### config.mk
export PLATFORM = sky130hd
export DESIGN_NAME = packet_rx_framer
export DESIGN_NICKNAME = d
export VERILOG_FILES = /design/src/rtl/packet_pkg.sv /design/src/rtl/packet_timeout_timer.sv /design/src/rtl/packet_rx_framer.sv
export SDC_FILE = /design/constraint.sdc
export NUM_CORES = 1
export LEC_CHECK = 0
export CAP_MARGIN = 10
export CORE_MARGIN = 3
export CORE_UTILIZATION = 50
export CTS_CLUSTER_DIAMETER = 40
export DETAILED_ROUTE_END_ITERATION = 8
export PLACE_DENSITY_LB_ADDON = 0.1
export SYNTH_ARGS = -nofsm -noshare
export SYNTH_HDL_FRONTEND = slang
export SYNTH_SLANG_ARGS = --single-unit
### constraint.sdc
create_clock -name clk_i -period 3.95 [get_ports clk_i]
set_input_delay 0.79 -clock clk_i [delete_from_list [all_inputs] [get_ports clk_i]]
set_output_delay 0.79 -clock clk_i [all_outputs]
set_load 0.01 [all_outputs]
### src/rtl/packet_pkg.sv
// Shared constants, framer state encoding and opcode helpers
// for the UART packet receive path.
package packet_pkg;

    localparam logic [7:0] OP_ECHO = 8'hEC;
    localparam logic [7:0] OP_ADD  = 8'h01;
    localparam logic [7:0] OP_MUL  = 8'h02;
    localparam logic [7:0] OP_DIV  = 8'h03;

    // Opcode, reserved, length LSB, length MSB.
    localparam int HDR_BYTES = 4;

    typedef enum logic [2:0] {
        ST_IDLE    = 3'd0,
        ST_RSVD    = 3'd1,
        ST_LEN_L   = 3'd2,
        ST_LEN_H   = 3'd3,
        ST_HDR     = 3'd4,
        ST_PAYLOAD = 3'd5,
        ST_DROP    = 3'd6
    } rx_state_e;

    function automatic logic op_known(input logic [7:0] op);
        return op inside {OP_ECHO, OP_ADD, OP_MUL, OP_DIV};
    endfunction

    function automatic logic op_is_arith(input logic [7:0] op);
        return op inside {OP_ADD, OP_MUL, OP_DIV};
    endfunction

endpackage

### src/rtl/packet_timeout_timer.sv
// Idle-cycle watchdog: counts enabled cycles with no activity.
// Ports: clk_i, rst_ni, enable_i, clear_i, expired_o (combinational).
module packet_timeout_timer #(
    parameter int CYCLES = 4096
) (
    input  logic clk_i,
    input  logic rst_ni,
    input  logic enable_i,
    input  logic clear_i,
    output logic expired_o
);

    localparam int CW = $clog2(CYCLES + 1);

    logic [CW-1:0] cnt_q;

    // Fires during the CYCLES-th consecutive idle cycle.
    assign expired_o = enable_i && !clear_i
                    && (cnt_q == CW'(CYCLES - 1));

    always_ff @(posedge clk_i or negedge rst_ni) begin
        if (!rst_ni) begin
            cnt_q <= '0;
        end else if (!enable_i || clear_i || expired_o) begin
            cnt_q <= '0;
        end else begin
            cnt_q <= cnt_q + 1'b1;
        end
    end

endmodule

### src/rtl/packet_rx_framer.sv
// Parses 4-byte packet headers from a UART byte stream, validates
// opcode/length, then passes the payload through or drops it.
// Ports: clk_i, rst_ni, s_axis_* (RX bytes in), hdr_* (header
// channel), m_axis_* (payload out), err_o pulse, err_count_o.
// Option: PACKET_RX_TIMEOUT_EN adds an idle abort inside headers/drops.
module packet_rx_framer
    import packet_pkg::*;
#(
    parameter int DATA_WIDTH     = 8,
    parameter int TIMEOUT_CYCLES = 4096
) (
    input  logic                  clk_i,
    input  logic                  rst_ni,
    input  logic [DATA_WIDTH-1:0] s_axis_tdata,
    input  logic                  s_axis_tvalid,
    output logic                  s_axis_tready,
    output logic                  hdr_valid_o,
    input  logic                  hdr_ready_i,
    output logic [7:0]            hdr_opcode_o,
    output logic [15:0]           hdr_len_o,
    output logic [DATA_WIDTH-1:0] m_axis_tdata,
    output logic                  m_axis_tvalid,
    input  logic                  m_axis_tready,
    output logic                  m_axis_tlast,
    output logic                  err_o,
    output logic [15:0]           err_count_o
);

    rx_state_e   state_q;
    rx_state_e   state_d;
    logic        out_en_q;
    logic [7:0]  opcode_q;
    logic [7:0]  len_lo_q;
    // Raw packet length until evaluated, then the payload count.
    logic [15:0] len_q;
    logic        len_done_q;
    logic [15:0] remain_q;
    logic        err_q;
    logic        err_d;
    logic [15:0] err_cnt_q;
    logic [7:0]  rx_byte;
    logic [15:0] eval_pay;
    logic        rx_fire;
    logic        timeout;

    assign rx_byte      = s_axis_tdata[7:0];
    assign rx_fire      = s_axis_tvalid && s_axis_tready;
    assign eval_pay     = len_q - 16'(HDR_BYTES);
    assign m_axis_tdata = s_axis_tdata;
    assign hdr_opcode_o = opcode_q;
    assign hdr_len_o    = len_q;
    assign err_o        = err_q;
    assign err_count_o  = err_cnt_q;

`ifdef PACKET_RX_TIMEOUT_EN
    logic tmo_en;

    assign tmo_en = (state_q == ST_RSVD)
                 || (state_q == ST_LEN_L)
                 || (state_q == ST_DROP)
                 || ((state_q == ST_LEN_H) && !len_done_q);

    packet_timeout_timer #(
        .CYCLES (TIMEOUT_CYCLES)
    ) u_timeout (
        .clk_i     (clk_i),
        .rst_ni    (rst_ni),
        .enable_i  (tmo_en),
        .clear_i   (rx_fire),
        .expired_o (timeout)
    );
`else
    localparam int unused_timeout_cycles = TIMEOUT_CYCLES;
    assign timeout = 1'b0;
`endif

    // Handshake outputs. out_en_q keeps tready low while in reset.
    always_comb begin
        s_axis_tready = 1'b0;
        hdr_valid_o   = 1'b0;
        m_axis_tvalid = 1'b0;
        m_axis_tlast  = 1'b0;
        unique case (state_q)
            ST_IDLE, ST_RSVD, ST_LEN_L, ST_DROP: begin
                s_axis_tready = out_en_q;
            end
            ST_LEN_H: begin
                s_axis_tready = !len_done_q;
            end
            ST_HDR: begin
                hdr_valid_o = 1'b1;
            end
            ST_PAYLOAD: begin
                s_axis_tready = m_axis_tready;
                m_axis_tvalid = s_axis_tvalid;
                m_axis_tlast  = (remain_q == 16'd1);
            end
            default: begin
            end
        endcase
    end

    always_comb begin
        state_d = state_q;
        err_d   = 1'b0;
        unique case (state_q)
            ST_IDLE: begin
                if (rx_fire) begin
                    if (op_known(rx_byte)) begin
                        state_d = ST_RSVD;
                    end else begin
                        err_d = 1'b1;
                    end
                end
            end
            ST_RSVD: begin
                if (rx_fire) state_d = ST_LEN_L;
            end
            ST_LEN_L: begin
                if (rx_fire) state_d = ST_LEN_H;
            end
            ST_LEN_H: begin
                // Evaluation cycle follows the MSB byte.
                if (len_done_q) begin
                    if (len_q < 16'(HDR_BYTES)) begin
                        err_d   = 1'b1;
                        state_d = ST_IDLE;
                    end else if (op_is_arith(opcode_q)
                                 && (eval_pay < 16'd8
                                     || eval_pay[1:0] != 2'b00)) begin
                        err_d   = 1'b1;
                        state_d = (eval_pay == 16'd0) ? ST_IDLE
                                                      : ST_DROP;
                    end else begin
                        state_d = ST_HDR;
                    end
                end
            end
            ST_HDR: begin
                if (hdr_ready_i) begin
                    state_d = (len_q == 16'd0) ? ST_IDLE
                                               : ST_PAYLOAD;
                end
            end
            ST_PAYLOAD, ST_DROP: begin
                if (rx_fire && remain_q == 16'd1) state_d = ST_IDLE;
            end
            default: begin
                state_d = ST_IDLE;
            end
        endcase
        if (timeout) begin
            state_d = ST_IDLE;
            err_d   = 1'b1;
        end
    end

    always_ff @(posedge clk_i or negedge rst_ni) begin
        if (!rst_ni) begin
            state_q    <= ST_IDLE;
            out_en_q   <= 1'b0;
            opcode_q   <= '0;
            len_lo_q   <= '0;
            len_q      <= '0;
            len_done_q <= 1'b0;
            remain_q   <= '0;
            err_q      <= 1'b0;
            err_cnt_q  <= '0;
        end else begin
            state_q  <= state_d;
            out_en_q <= 1'b1;
            err_q    <= err_d;
            if (err_d && err_cnt_q != 16'hFFFF) begin
                err_cnt_q <= err_cnt_q + 16'd1;
            end
            if (state_q == ST_IDLE && rx_fire) begin
                opcode_q <= rx_byte;
            end
            if (state_q == ST_LEN_L && rx_fire) begin
                len_lo_q <= rx_byte;
            end
            if (state_q == ST_LEN_H && rx_fire) begin
                len_q      <= {rx_byte, len_lo_q};
                len_done_q <= 1'b1;
            end
            if (state_q == ST_LEN_H && len_done_q) begin
                len_done_q <= 1'b0;
                len_q      <= eval_pay;
                remain_q   <= eval_pay;
            end
            if (state_q == ST_HDR && hdr_ready_i) begin
                remain_q <= len_q;
            end
            if ((state_q == ST_PAYLOAD || state_q == ST_DROP)
                && rx_fire) begin
                remain_q <= remain_q - 16'd1;
            end
        end
    end

endmodule

# Word level (Yosys, flattened, before mapping)
# Index checks and enable logic that the tools add are counted.
# classes
eq_ne	22
order_cmp	2
n_mux	29
add_sub_neg	3
n_reduce_logical	24
# op_table
operator	n
2-to-1 mux 16 bit	5
2-to-1 mux 3 bit	11
equality test 8 x 2 -> 1 bit, second input constant	4
zero test 16 bit	2
one-hot mux 3 bit (6 select lines)	1
adder 16 x 1 -> 16 bit, second input constant	1
equality test 16 x 1 -> 1 bit, second input constant	1
equality test 8 x 1 -> 1 bit, second input constant	2
< comparator 16 x 3 -> 1 bit, second input constant	1
< comparator 16 x 4 -> 1 bit, second input constant	1
!= test 16 bit, second input constant	1
subtractor 16 x 1 -> 16 bit, second input constant	1
subtractor 16 x 3 -> 16 bit, second input constant	1
!= test 2 bit, second input constant	7
logical AND 1 bit	10
2-to-1 mux 1 bit	10
equality test 3 bit, second input constant	3
equality test 8 bit, second input constant	1
AND reduction 7 bit	1
equality test 3 x 2 -> 1 bit, second input constant	2
nonzero test 3 bit	2
nonzero test 2 bit	2
nonzero test 4 bit	1
OR reduction 4 bit	1
other kinds (7)	8
# totals
elab_cells	89
out_inout_bits	53
inputBits	13
register_bits	70

# Depth between registers and ports, before layout
# Gate-level depths: netlist (run 1).
# logic_depth
word_depth	9
depth_mapped	12
mapped_depth_nobuf	10

# Worst setup path after synthesis (run 1)
# No wires, ideal clock.
# synth_path
path_type	register -> output
from	register remain_q[7]
to	output port m_axis_tlast
t_arrival_ns	2.082
t_required_ns	3.160
path_slack_ns	1.078
stages_incl_launch_ff	6
n_path_buf	0
cell_sequence	dfrtp_1 > or4_4 > or3_4 > or4_4 > nor2_4 > and4_1
# synth_between
elab_chain_len	2
# synth_lines
item	line	text
from (decl)	packet_rx_framer.sv:37	logic [15:0] remain_q;
from (signal assigned)	packet_rx_framer.sv:189	remain_q <= eval_pay;
from (signal assigned)	packet_rx_framer.sv:192	remain_q <= len_q;
from (signal assigned)	packet_rx_framer.sv:196	remain_q <= remain_q - 16'd1;
equality test 16 x 1 -> 1 bit	packet_rx_framer.sv:96	m_axis_tlast = (remain_q == 16'd1);
2-to-1 mux 1 bit	packet_rx_framer.sv:83	unique case (state_q)
to (decl)	packet_rx_framer.sv:24	output logic m_axis_tlast,
# No other way between the ends.

# Final worst setup path (run 1)
# layout_path
from	register remain_q[6]
to	output port m_axis_tlast
# Same word-level chain as after synthesis.

==> results of run 1 <==
Yosys cell counts, drive strengths merged (5+ instances only):
master	n
mux2	21
ha	6
nand2	40
nor4	8
inv	11
a21oi	20
nor3	18
a221o	6
o311ai	5
nor2	45
a31oi	7
buf	15
xor2	16
nand3	24
dfrtp	70
clkbuf	11
or3	10
o21ai	29
and3	6
nand4	8
or4	9
cell families after synthesis:
kind of cell             share of synthesized area [%]
AND/OR/NAND/NOR                                   24.0
AO/OA/AOI/OAI                                     15.8
flip-flops                                        43.3
buffers and inverters                             4.58
multiplexers                                      6.09
XOR/XNOR                                          4.33
adder cells (fa/ha/maj)                           1.86
other                                           0.0927
worst max-delay path by stage:
stage	to	slack, ns	cells after the start
floorplan	m_axis_tlast	1.08	5
global placement	m_axis_tlast	0.52	6
detailed placement	m_axis_tlast	0.50	6
CTS	m_axis_tlast	0.11	6
global route	m_axis_tlast	0.03	6
finish	m_axis_tlast	0.12	6
critical path: stages (launching register included):
cell and delay, ns:
dfrtp_1 0.42, or4_4 0.55, or3_4 0.38, or4_4 0.48, nor2_4 0.14, and4_1 0.20
clkdlybuf4s50_1 0.53
sequential cells by signal (all words and copies together) (netlist names):
register / cells
state_q: 3
hdr_opcode_o: 8
len_done_q: 1
len_lo_q: 8
out_en_q: 1
remain_q: 16
err_o: 1
err_count_o: 16
hdr_len_o: 16
power breakdown:
| group | internal, mW | switching [mW] |
|---|---|---|
| Clock | 0.370 | 0.281 |
| Combinational | 0.0644 | 0.0818 |
| Sequential | 0.749 | 0.0441 |
metal layers:
layer  wire length (um)  vias to the layer above  GRT usage [%]
li1                   -                     1721              -
met1               5020                     1772           34.9
met3                636                       22           4.30
met5                  0                        -              0
met2               5070                      148           39.3
met4                219                        0           9.12
cells in the final DEF, fill, tap and decap left out, types with 9 or more instances in the layout:
cell type | netlist | layout
buf_4 | 9 | 11
a21oi_1 | 19 | 19
nor2_1 | 44 | 44
inv_1 | 11 | 11
clkbuf_8 | 0 | 10
clkdlybuf4s50_1 | 0 | 64
xor2_1 | 16 | 16
nor3_1 | 17 | 17
o21ai_0 | 29 | 29
dfrtp_1 | 70 | 70
nand2_1 | 40 | 40
nand3_1 | 23 | 23
or3_1 | 9 | 9
mux2_2 | 21 | 21
per-stage QoR:
| stage | area (um^2) | cells | setup slack [ns] | utilization (%) |
|---|---|---|---|---|
| detailed placement | 4760 | 588 | 0.505 | 60.9 |
| finish | 4980 | 603 | 0.118 | 63.8 |
| floorplan | 4050 | 436 | 1.08 | - |
| CTS | 4980 | 603 | 0.114 | 63.8 |
| global placement | 4760 | 588 | 0.522 | 60.9 |
| global route | 4980 | 603 | 0.0311 | 63.8 |
layout make-up:
type | count | area [um^2]
clock buffers | 10 | 138
repair buffers | 76 | 728
well taps | 102 | 128
inverters | 11 | 41.3
clock inverters | 5 | 83.8
fillers | 687 | 2830
multi-input cells | 329 | 2110
flip-flops and latches | 70 | 1750
==> results.py, run 1 <==
metrics = {
    "status": {
        "outcome": "finished clean",
    },
    "clocking": {
        "clkSinkCount": 70,
        "numCtsBuffers": 9,
        "cts_resized": 0,
        "worstSkewPairLatency_ns": 0.35,
        "root_buffer": "clkbuf_8",
        "cts_max_level": 3,
        "cts_tree": "built",
        "cts_hold_buf": 0,
        "cts.path.max_buffers": 2,
        "postCtsSetupBuffers": 0,
        "clkTransAtPathRegs_ns": 0.08,
    },
    "global_routing": {
        "grt_pass1_wl_um": 17600,
        "grt_usage_pct": 25.1,
        "gr-total-overflow": 0,
        "first_global_vias": 3504,
        "grt_max_degree": 50,
        "antenna_found_initial": 0,
    },
    "critical_path": {
        "critical_path_class": "reg2out",
        "cp-start-kind": "flop",
        "critPathCaptureType": "output port",
        "rr_worst_depth": 11,
        "cp-startpoint": "remain_q[6]",
        "r2r_start": "hdr_len_o[2]",
        "worstPathRequired_ns": 3.16,
        "critical_path_peak_fanout": 5,
        "r2r-end": "err_count_o[15]",
        "reg2reg_slack_ns": 0.97,
        "cp_data_arrival_time_ns": 3.04,
    },
    "floorplanning": {
        "row_count": 32,
        "dieHeight_um": 96.0,
        "initial_core_util_pct": 51.8,
        "die-area_um2": 9210,
        "die_w_um": 96.0,
        "pin_count": 66,
        "core-area_um2": 7810,
    },
    "detailed_routing": {
        "first_pass_iters": 7,
        "drt_iter0_drc": 285,
        "drt.antenna.violating_nets": 0,
        "drt-total-wl_um": 10900,
        "drcViolationCount": 0,
        "routed-via-count": 3663,
        "via_per_inst": 6.07,
        "wire_per_inst_um": 18.2,
    },
    "power": {
        "leakage_nw": 2.02,
        "pwr_density_cell_nw_per_um2": 319,
        "p_total_mw": 1.59,
        "ir_drop_uv": 196,
    },
    "final_layout": {
        "post_route_cells_drive_above_1_share_pct": 12.2,
        "nNetsFinal": 516,
        "syn2layout_area_growth_pct": 23.1,
        "n_antenna_cell": 0,
    },
    "placed_design": {
        "finalWeightedCongestion": 0.910,
        "dp_hpwl_um": 7960,
        "numPortBuffers": 65,
    },
    "timing": {
        "rsz0062_at_grt": "no",
        "fin_crit_ns": 3.83,
        "max_clock_freq_ghz": 0.261,
        "setup_violations": 0,
        "drv_slew": 0,
        "fin_crit_sh_pct": 97.0,
        "worstMarginPinSlew_ns": 1.11,
        "slew_headroom_pct": 26.3,
        "skew_ns": 0.0114,
        "tns_ns": 0,
        "finalHoldViolations": 0,
        "whs_ns": 0.500,
    },
    "yosys": {
        "synthTopCellsByArea": "dfrtp_1 43%, mux2_2 5.8%, nor2_1 4.1%",
        "synth_nets": 455,
        "synth_warnings": 0,
        "synth-seq-cells": 70,
        "netlist_area_um2": 4050,
        "yosys.area.top_type": "dfrtp_1",
        "synth.distinct_cells": 60,
        "syn_area_per_cell_um2": 9.28,
        "synthArstFlopShare_pct": 100,
        "synthFlopType": "dfrtp_1",
        "yosys.area.top_type_share_pct": 43.3,
        "synth-edff-count": 0,
        "ys_seq_area_share_pct": 43.3,
        "synthCells": 436,
    },
    "min_path": {
        "holdPathEnd": "hdr_len_o[2]",
        "min_from": "len_lo_q[2]",
        "worstHoldPathType": "reg2reg",
        "holdPathStages": 2,
    },
    "flow_run": {
        "cap_violations": 0,
    },
}
No activity file was read; power rests on OpenSTA's default activity.
==> run 2, diff against run 1 <==
SLEW_MARGIN = 20   (was unset)
==> run 2 against run 1 <==
Via count is 0.41% lower. Sequential share of layout area hardly changed. Utilization hardly changed. Largest cell class unchanged. Clock power barely moved. Largest power group unchanged. Register-to-register slack about the same. Worst setup slack about the same. Combinational power hardly changed.
==> results.py, run 2 (synthesized netlist as in run 1, its figures left out) <==
metrics = {
    "final_layout": {
        "n_antenna_cell": 0,
        "post_route_cells_drive_above_1_share_pct": 12.2,
        "fin_util_pct": 63.8,
        "nNetsFinal": 516,
        "syn2layout_area_growth_pct": 23.1,
        "fill_cells": 686,
        "layout_commonest_cell": "dfrtp_1",
        "mostFrequentLayoutCells": "70 x dfrtp_1, 64 x clkdlybuf4s50_1, 44 x nor2_1, 40 x nand2_1, 29 x o21ai_0",
    },
    "floorplanning": {
        "pin_count": 66,
        "row_count": 32,
        "die_w_um": 96.0,
        "dieHeight_um": 96.0,
        "initial_core_util_pct": 51.8,
        "core-area_um2": 7810,
        "die-area_um2": 9210,
    },
    "clocking": {
        "root_buffer": "clkbuf_8",
        "cts_max_level": 3,
        "cts_hold_buf": 0,
        "postCtsSetupBuffers": 0,
        "clkSinkCount": 70,
        "cts_resized": 0,
        "worstSkewPairLatency_ns": 0.35,
        "clkTransAtPathRegs_ns": 0.08,
        "numCtsBuffers": 9,
        "cts_tree": "built",
        "cts.path.max_buffers": 2,
    },
    "power": {
        "p_total_mw": 1.59,
        "p_sw_share_pct": 25.5,
        "seqPwrFrac_pct": 49.9,
        "p_int_mw": 1.18,
        "pwr_density_cell_nw_per_um2": 319,
        "power.share.clock_pct": 40.9,
        "p_comb_share_pct": 9.2,
        "switchingPower_mw": 0.406,
        "ir_drop_uv": 196,
        "leakage_nw": 2.02,
    },
    "critical_path": {
        "critPathBufInv": 1,
        "crit_top_cell": "or4_4",
        "critical_path_peak_fanout": 5,
        "cp_slowest_cell": "or4_4",
        "critical_path.cell_chain": "or4_4, or3_4, or4_4, nor2_4, and4_1, clkdlybuf4s50_1",
        "slowest_delay_ns": 0.55,
        "cp_data_arrival_time_ns": 3.04,
        "critical_path_class": "reg2out",
        "path_delay_family": "simple AND/OR/NAND/NOR gates",
        "critPathCaptureType": "output port",
        "worstPathRequired_ns": 3.16,
        "cp-start-kind": "flop",
    },
    "timing": {
        "finalHoldViolations": 0,
        "tns_ns": 0,
        "rsz0062_at_grt": "no",
        "slew_headroom_pct": 43.1,
        "max_clock_freq_ghz": 0.261,
        "skew_ns": 0.0113,
        "worstMarginPinSlew_ns": 0.846,
        "fin_crit_sh_pct": 97.0,
        "drv_slew": 0,
        "setup_violations": 0,
        "fin_crit_ns": 3.83,
    },
    "global_routing": {
        "gr-total-overflow": 0,
        "antenna_found_initial": 0,
        "first_global_vias": 3504,
        "grt_max_degree": 50,
        "grt_pass1_wl_um": 17600,
        "grt_usage_pct": 25.1,
    },
    "flow_run": {
        "cap_violations": 0,
    },
    "detailed_routing": {
        "drt_iter0_drc": 285,
        "via_per_inst": 6.05,
        "wire_per_inst_um": 18.1,
        "first_pass_iters": 7,
        "routed-via-count": 3648,
        "drt-total-wl_um": 10900,
        "drt.antenna.violating_nets": 0,
        "drcViolationCount": 0,
    },
    "min_path": {
        "worstHoldPathType": "in2async",
    },
    "placed_design": {
        "finalWeightedCongestion": 0.910,
        "numPortBuffers": 65,
        "dp_hpwl_um": 7960,
    },
    "status": {
        "outcome": "finished clean",
    },
}
run 2: cell counts in the layout (fill, tap and decap cells not counted):
Identical to the previous run, type by type.
run 2: layout make-up:
class / count / area, um^2 / share of cell area [%]
Clock buffer: 10 / 138 / 2.76
Clock inverter: 5 / 83.8 / 1.68
Inverter: 11 / 41.3 / 0.829
Multi-Input combinational cell: 329 / 2110 / 42.3
Sequential cell: 70 / 1750 / 35.2
Tap cell: 102 / 128 / 2.56
Timing Repair Buffer: 76 / 731 / 14.7
run 2: path summary, 6_finish.rpt:
check                             startpoint              end  slack, ns  depth (start not counted)
min in group clk_i               len_lo_q[2]     hdr_len_o[2]       0.50                          2
worst max-delay path             remain_q[6]     m_axis_tlast       0.12                          6
max in group asynchronous             rst_ni      len_lo_q[3]       2.85                          2
worst min-delay path                  rst_ni     remain_q[15]       0.44                          1
worst max register to register  hdr_len_o[2]  err_count_o[15]       0.97                         11
worst min register to register   len_lo_q[2]     hdr_len_o[2]       0.50                          2
run 2: per-stage QoR:
step	std cells	setup slack, ns	hold WS (ns)	instance area, um^2
global placement	588	0.522	0.483	4760
CTS	603	0.114	0.498	4980
detailed placement	588	0.505	0.487	4760
global route	603	0.0311	0.496	4980
finish	603	0.118	0.442	4980
floorplan	436	1.08	0.460	4050
run 2: power groups by stage:
stage | logic, mW | clock network, mW | registers [mW]
5_1_grt | 0.168 | 0.688 | 0.798
2_1_floorplan | 0.0888 | 0 | 0.793
3_5_place_dp | 0.146 | 0 | 0.804
6_report | 0.146 | 0.651 | 0.793
3_3_place_gp | 0.143 | 0 | 0.798
4_1_cts | 0.148 | 0.659 | 0.790
run 2: routing by layer:
metal | track usage, % | vias up | part of all wire [%]
met5 | 0 | - | 0
met1 | 34.9 | 1766 | 46
met3 | 4.30 | 22 | 5.5
li1 | - | 1722 | -
met4 | 9.12 | 0 | 2.0
met2 | 39.3 | 138 | 46
run 2: worst register-to-register path, delay by kind of cell (launching register included):
kind	cells	cell delay, ns
adders and majority gates	1	0.28
xor gates and xnor gates	1	0.17
DFF	1	0.46
AOI/OAI and AO/OA	5	0.94
and+or+nand+nor	2	0.67
buffers and inverters	2	0.38
==> run 3, diff against run 2 <==
CORE_UTILIZATION = 40   (was 50)
==> run 3 against run 2 <==
Routed wire length rose by 4.4%. Cell area barely moved. Sequential power barely moved. Clock skew barely moved. Critical path type unchanged. Largest cell class unchanged.
==> results.py, run 3 (synthesized netlist as in run 1, its figures left out) <==
metrics = {
    "status": {
        "outcome": "finished clean",
    },
    "clocking": {
        "clkTransAtPathRegs_ns": 0.09,
        "numCtsBuffers": 9,
        "worstSkewPairLatency_ns": 0.36,
        "cts_tree": "built",
        "cts_max_level": 3,
        "cts_resized": 0,
        "clkSinkCount": 70,
        "cts.path.max_buffers": 2,
        "cts_hold_buf": 0,
        "root_buffer": "clkbuf_8",
        "postCtsSetupBuffers": 0,
    },
    "timing": {
        "setup_violations": 0,
        "drv_slew": 0,
        "rsz0062_at_grt": "no",
        "skew_ns": 0.0117,
        "slew_headroom_pct": 39.8,
        "fin_crit_sh_pct": 96.6,
        "worstMarginPinSlew_ns": 0.903,
        "max_clock_freq_ghz": 0.262,
        "fin_crit_ns": 3.82,
        "setup_slack_ns": 0.134,
        "finalHoldViolations": 0,
        "tns_ns": 0,
        "whs_ns": 0.494,
    },
    "detailed_routing": {
        "first_pass_iters": 5,
        "drt.antenna.violating_nets": 0,
        "drcViolationCount": 0,
        "wire_per_inst_um": 18.0,
        "drt-total-wl_um": 11400,
        "routed-via-count": 3647,
        "drt_iter0_drc": 214,
        "via_per_inst": 5.74,
    },
    "min_path": {
        "worstHoldPathType": "reg2reg",
        "min_from": "err_count_o[11]",
        "holdPathStages": 1,
        "holdPathEnd": "err_count_o[11]",
    },
    "critical_path": {
        "rr_worst_depth": 11,
        "worstPathRequired_ns": 3.16,
        "cp_data_arrival_time_ns": 3.03,
        "cp-start-kind": "flop",
        "reg2reg_slack_ns": 0.71,
        "critical_path_class": "reg2out",
        "cp_slowest_cell": "or4_4",
        "slowest_delay_ns": 0.55,
        "crit_top_cell": "or4_4",
        "r2r_start": "hdr_len_o[2]",
        "critical_path.cell_chain": "or4_4, or3_4, or4_4, nor2_4, and4_1, clkdlybuf4s50_1",
        "r2r-end": "err_count_o[5]",
        "critical_path_peak_fanout": 5,
        "critPathCaptureType": "output port",
    },
    "global_routing": {
        "antenna_found_initial": 0,
        "grt_pass1_wl_um": 18900,
        "first_global_vias": 3498,
        "grt_usage_pct": 21.3,
        "grt_max_degree": 71,
        "gr-total-overflow": 0,
    },
    "floorplanning": {
        "pin_count": 66,
        "row_count": 36,
        "die_w_um": 107,
        "die-area_um2": 11400,
        "core-area_um2": 9820,
        "dieHeight_um": 107,
        "initial_core_util_pct": 41.2,
    },
    "final_layout": {
        "syn2layout_area_growth_pct": 23.1,
        "layout_commonest_cell": "dfrtp_1",
        "stdcell_count": 635,
        "fill_cells": 1004,
        "nNetsFinal": 516,
        "n_antenna_cell": 0,
        "finalInstanceArea_um2": 4980,
        "mostFrequentLayoutCells": "70 x dfrtp_1, 64 x clkdlybuf4s50_1, 44 x nor2_1, 40 x nand2_1, 29 x o21ai_0",
        "post_route_cells_drive_above_1_share_pct": 12.4,
    },
    "placed_design": {
        "dp_hpwl_um": 8180,
        "finalWeightedCongestion": 0.860,
        "dp.cells": 619,
        "place_ws_ns": 0.525,
        "dpl-instance-area_um2": 4800,
        "numPortBuffers": 65,
    },
    "power": {
        "seqPwrFrac_pct": 53.3,
        "power.share.clock_pct": 37.0,
        "p_sw_share_pct": 28.4,
        "p_int_mw": 1.06,
        "switchingPower_mw": 0.421,
        "leakage_nw": 2.00,
        "pwr_density_cell_nw_per_um2": 298,
        "ir_drop_uv": 178,
        "p_comb_share_pct": 9.8,
    },
    "flow_run": {
        "cap_violations": 0,
    },
}
## run 3: stage by stage
| step | utilization, % | power, mW |
|---|---|---|
| floorplan | - | 0.881 |
| finish | 50.7 | 1.48 |
| CTS | 50.7 | 1.50 |
| global placement | 48.9 | 0.942 |
| detailed placement | 48.9 | 0.948 |
| global route | 50.7 | 1.56 |
## run 3: power by group through the flow
stage / sequential, mW / clock, mW / combinational (mW)
6_report: 0.790 / 0.548 / 0.145
5_1_grt: 0.797 / 0.597 / 0.164
3_5_place_dp: 0.803 / 0 / 0.145
4_1_cts: 0.788 / 0.563 / 0.147
2_1_floorplan: 0.793 / 0 / 0.0888
3_3_place_gp: 0.799 / 0 / 0.143
## run 3: worst max path at each step
stage | to | startpoint | cells past startpoint
floorplan | m_axis_tlast | remain_q[7] | 5
global placement | m_axis_tlast | remain_q[7] | 6
detailed placement | m_axis_tlast | remain_q[7] | 6
CTS | m_axis_tlast | remain_q[7] | 6
global route | m_axis_tlast | remain_q[7] | 6
finish | m_axis_tlast | remain_q[7] | 6
## run 3: layout make-up
cell class              count  area, um^2  share of cell area (%)
multi-input cells         329        2110                    42.4
flip-flops and latches     70        1750                    35.2
repair buffers             76         728                    14.6
well taps                 133         166                    3.34
clock buffers              10         138                    2.76
clock inverters             6        45.0                   0.905
inverters                  11        41.3                   0.829
## run 3: worst max-delay path: cells and delay by family (launching register included)
kind                   cells  cell delay [ns]
DFF                        1             0.40
buffers and inverters      1             0.53
and+or+nand+nor            5             1.73
## run 3: per-layer routing
| metal | wire [um] | share of wire [%] | track usage, % |
|---|---|---|---|
| met1 | 5240 | 46 | 29.8 |
| met2 | 5320 | 47 | 32.6 |
| met3 | 639 | 5.6 | 4.88 |
| met4 | 208 | 1.8 | 6.85 |
| met5 | 0 | 0 | 0 |
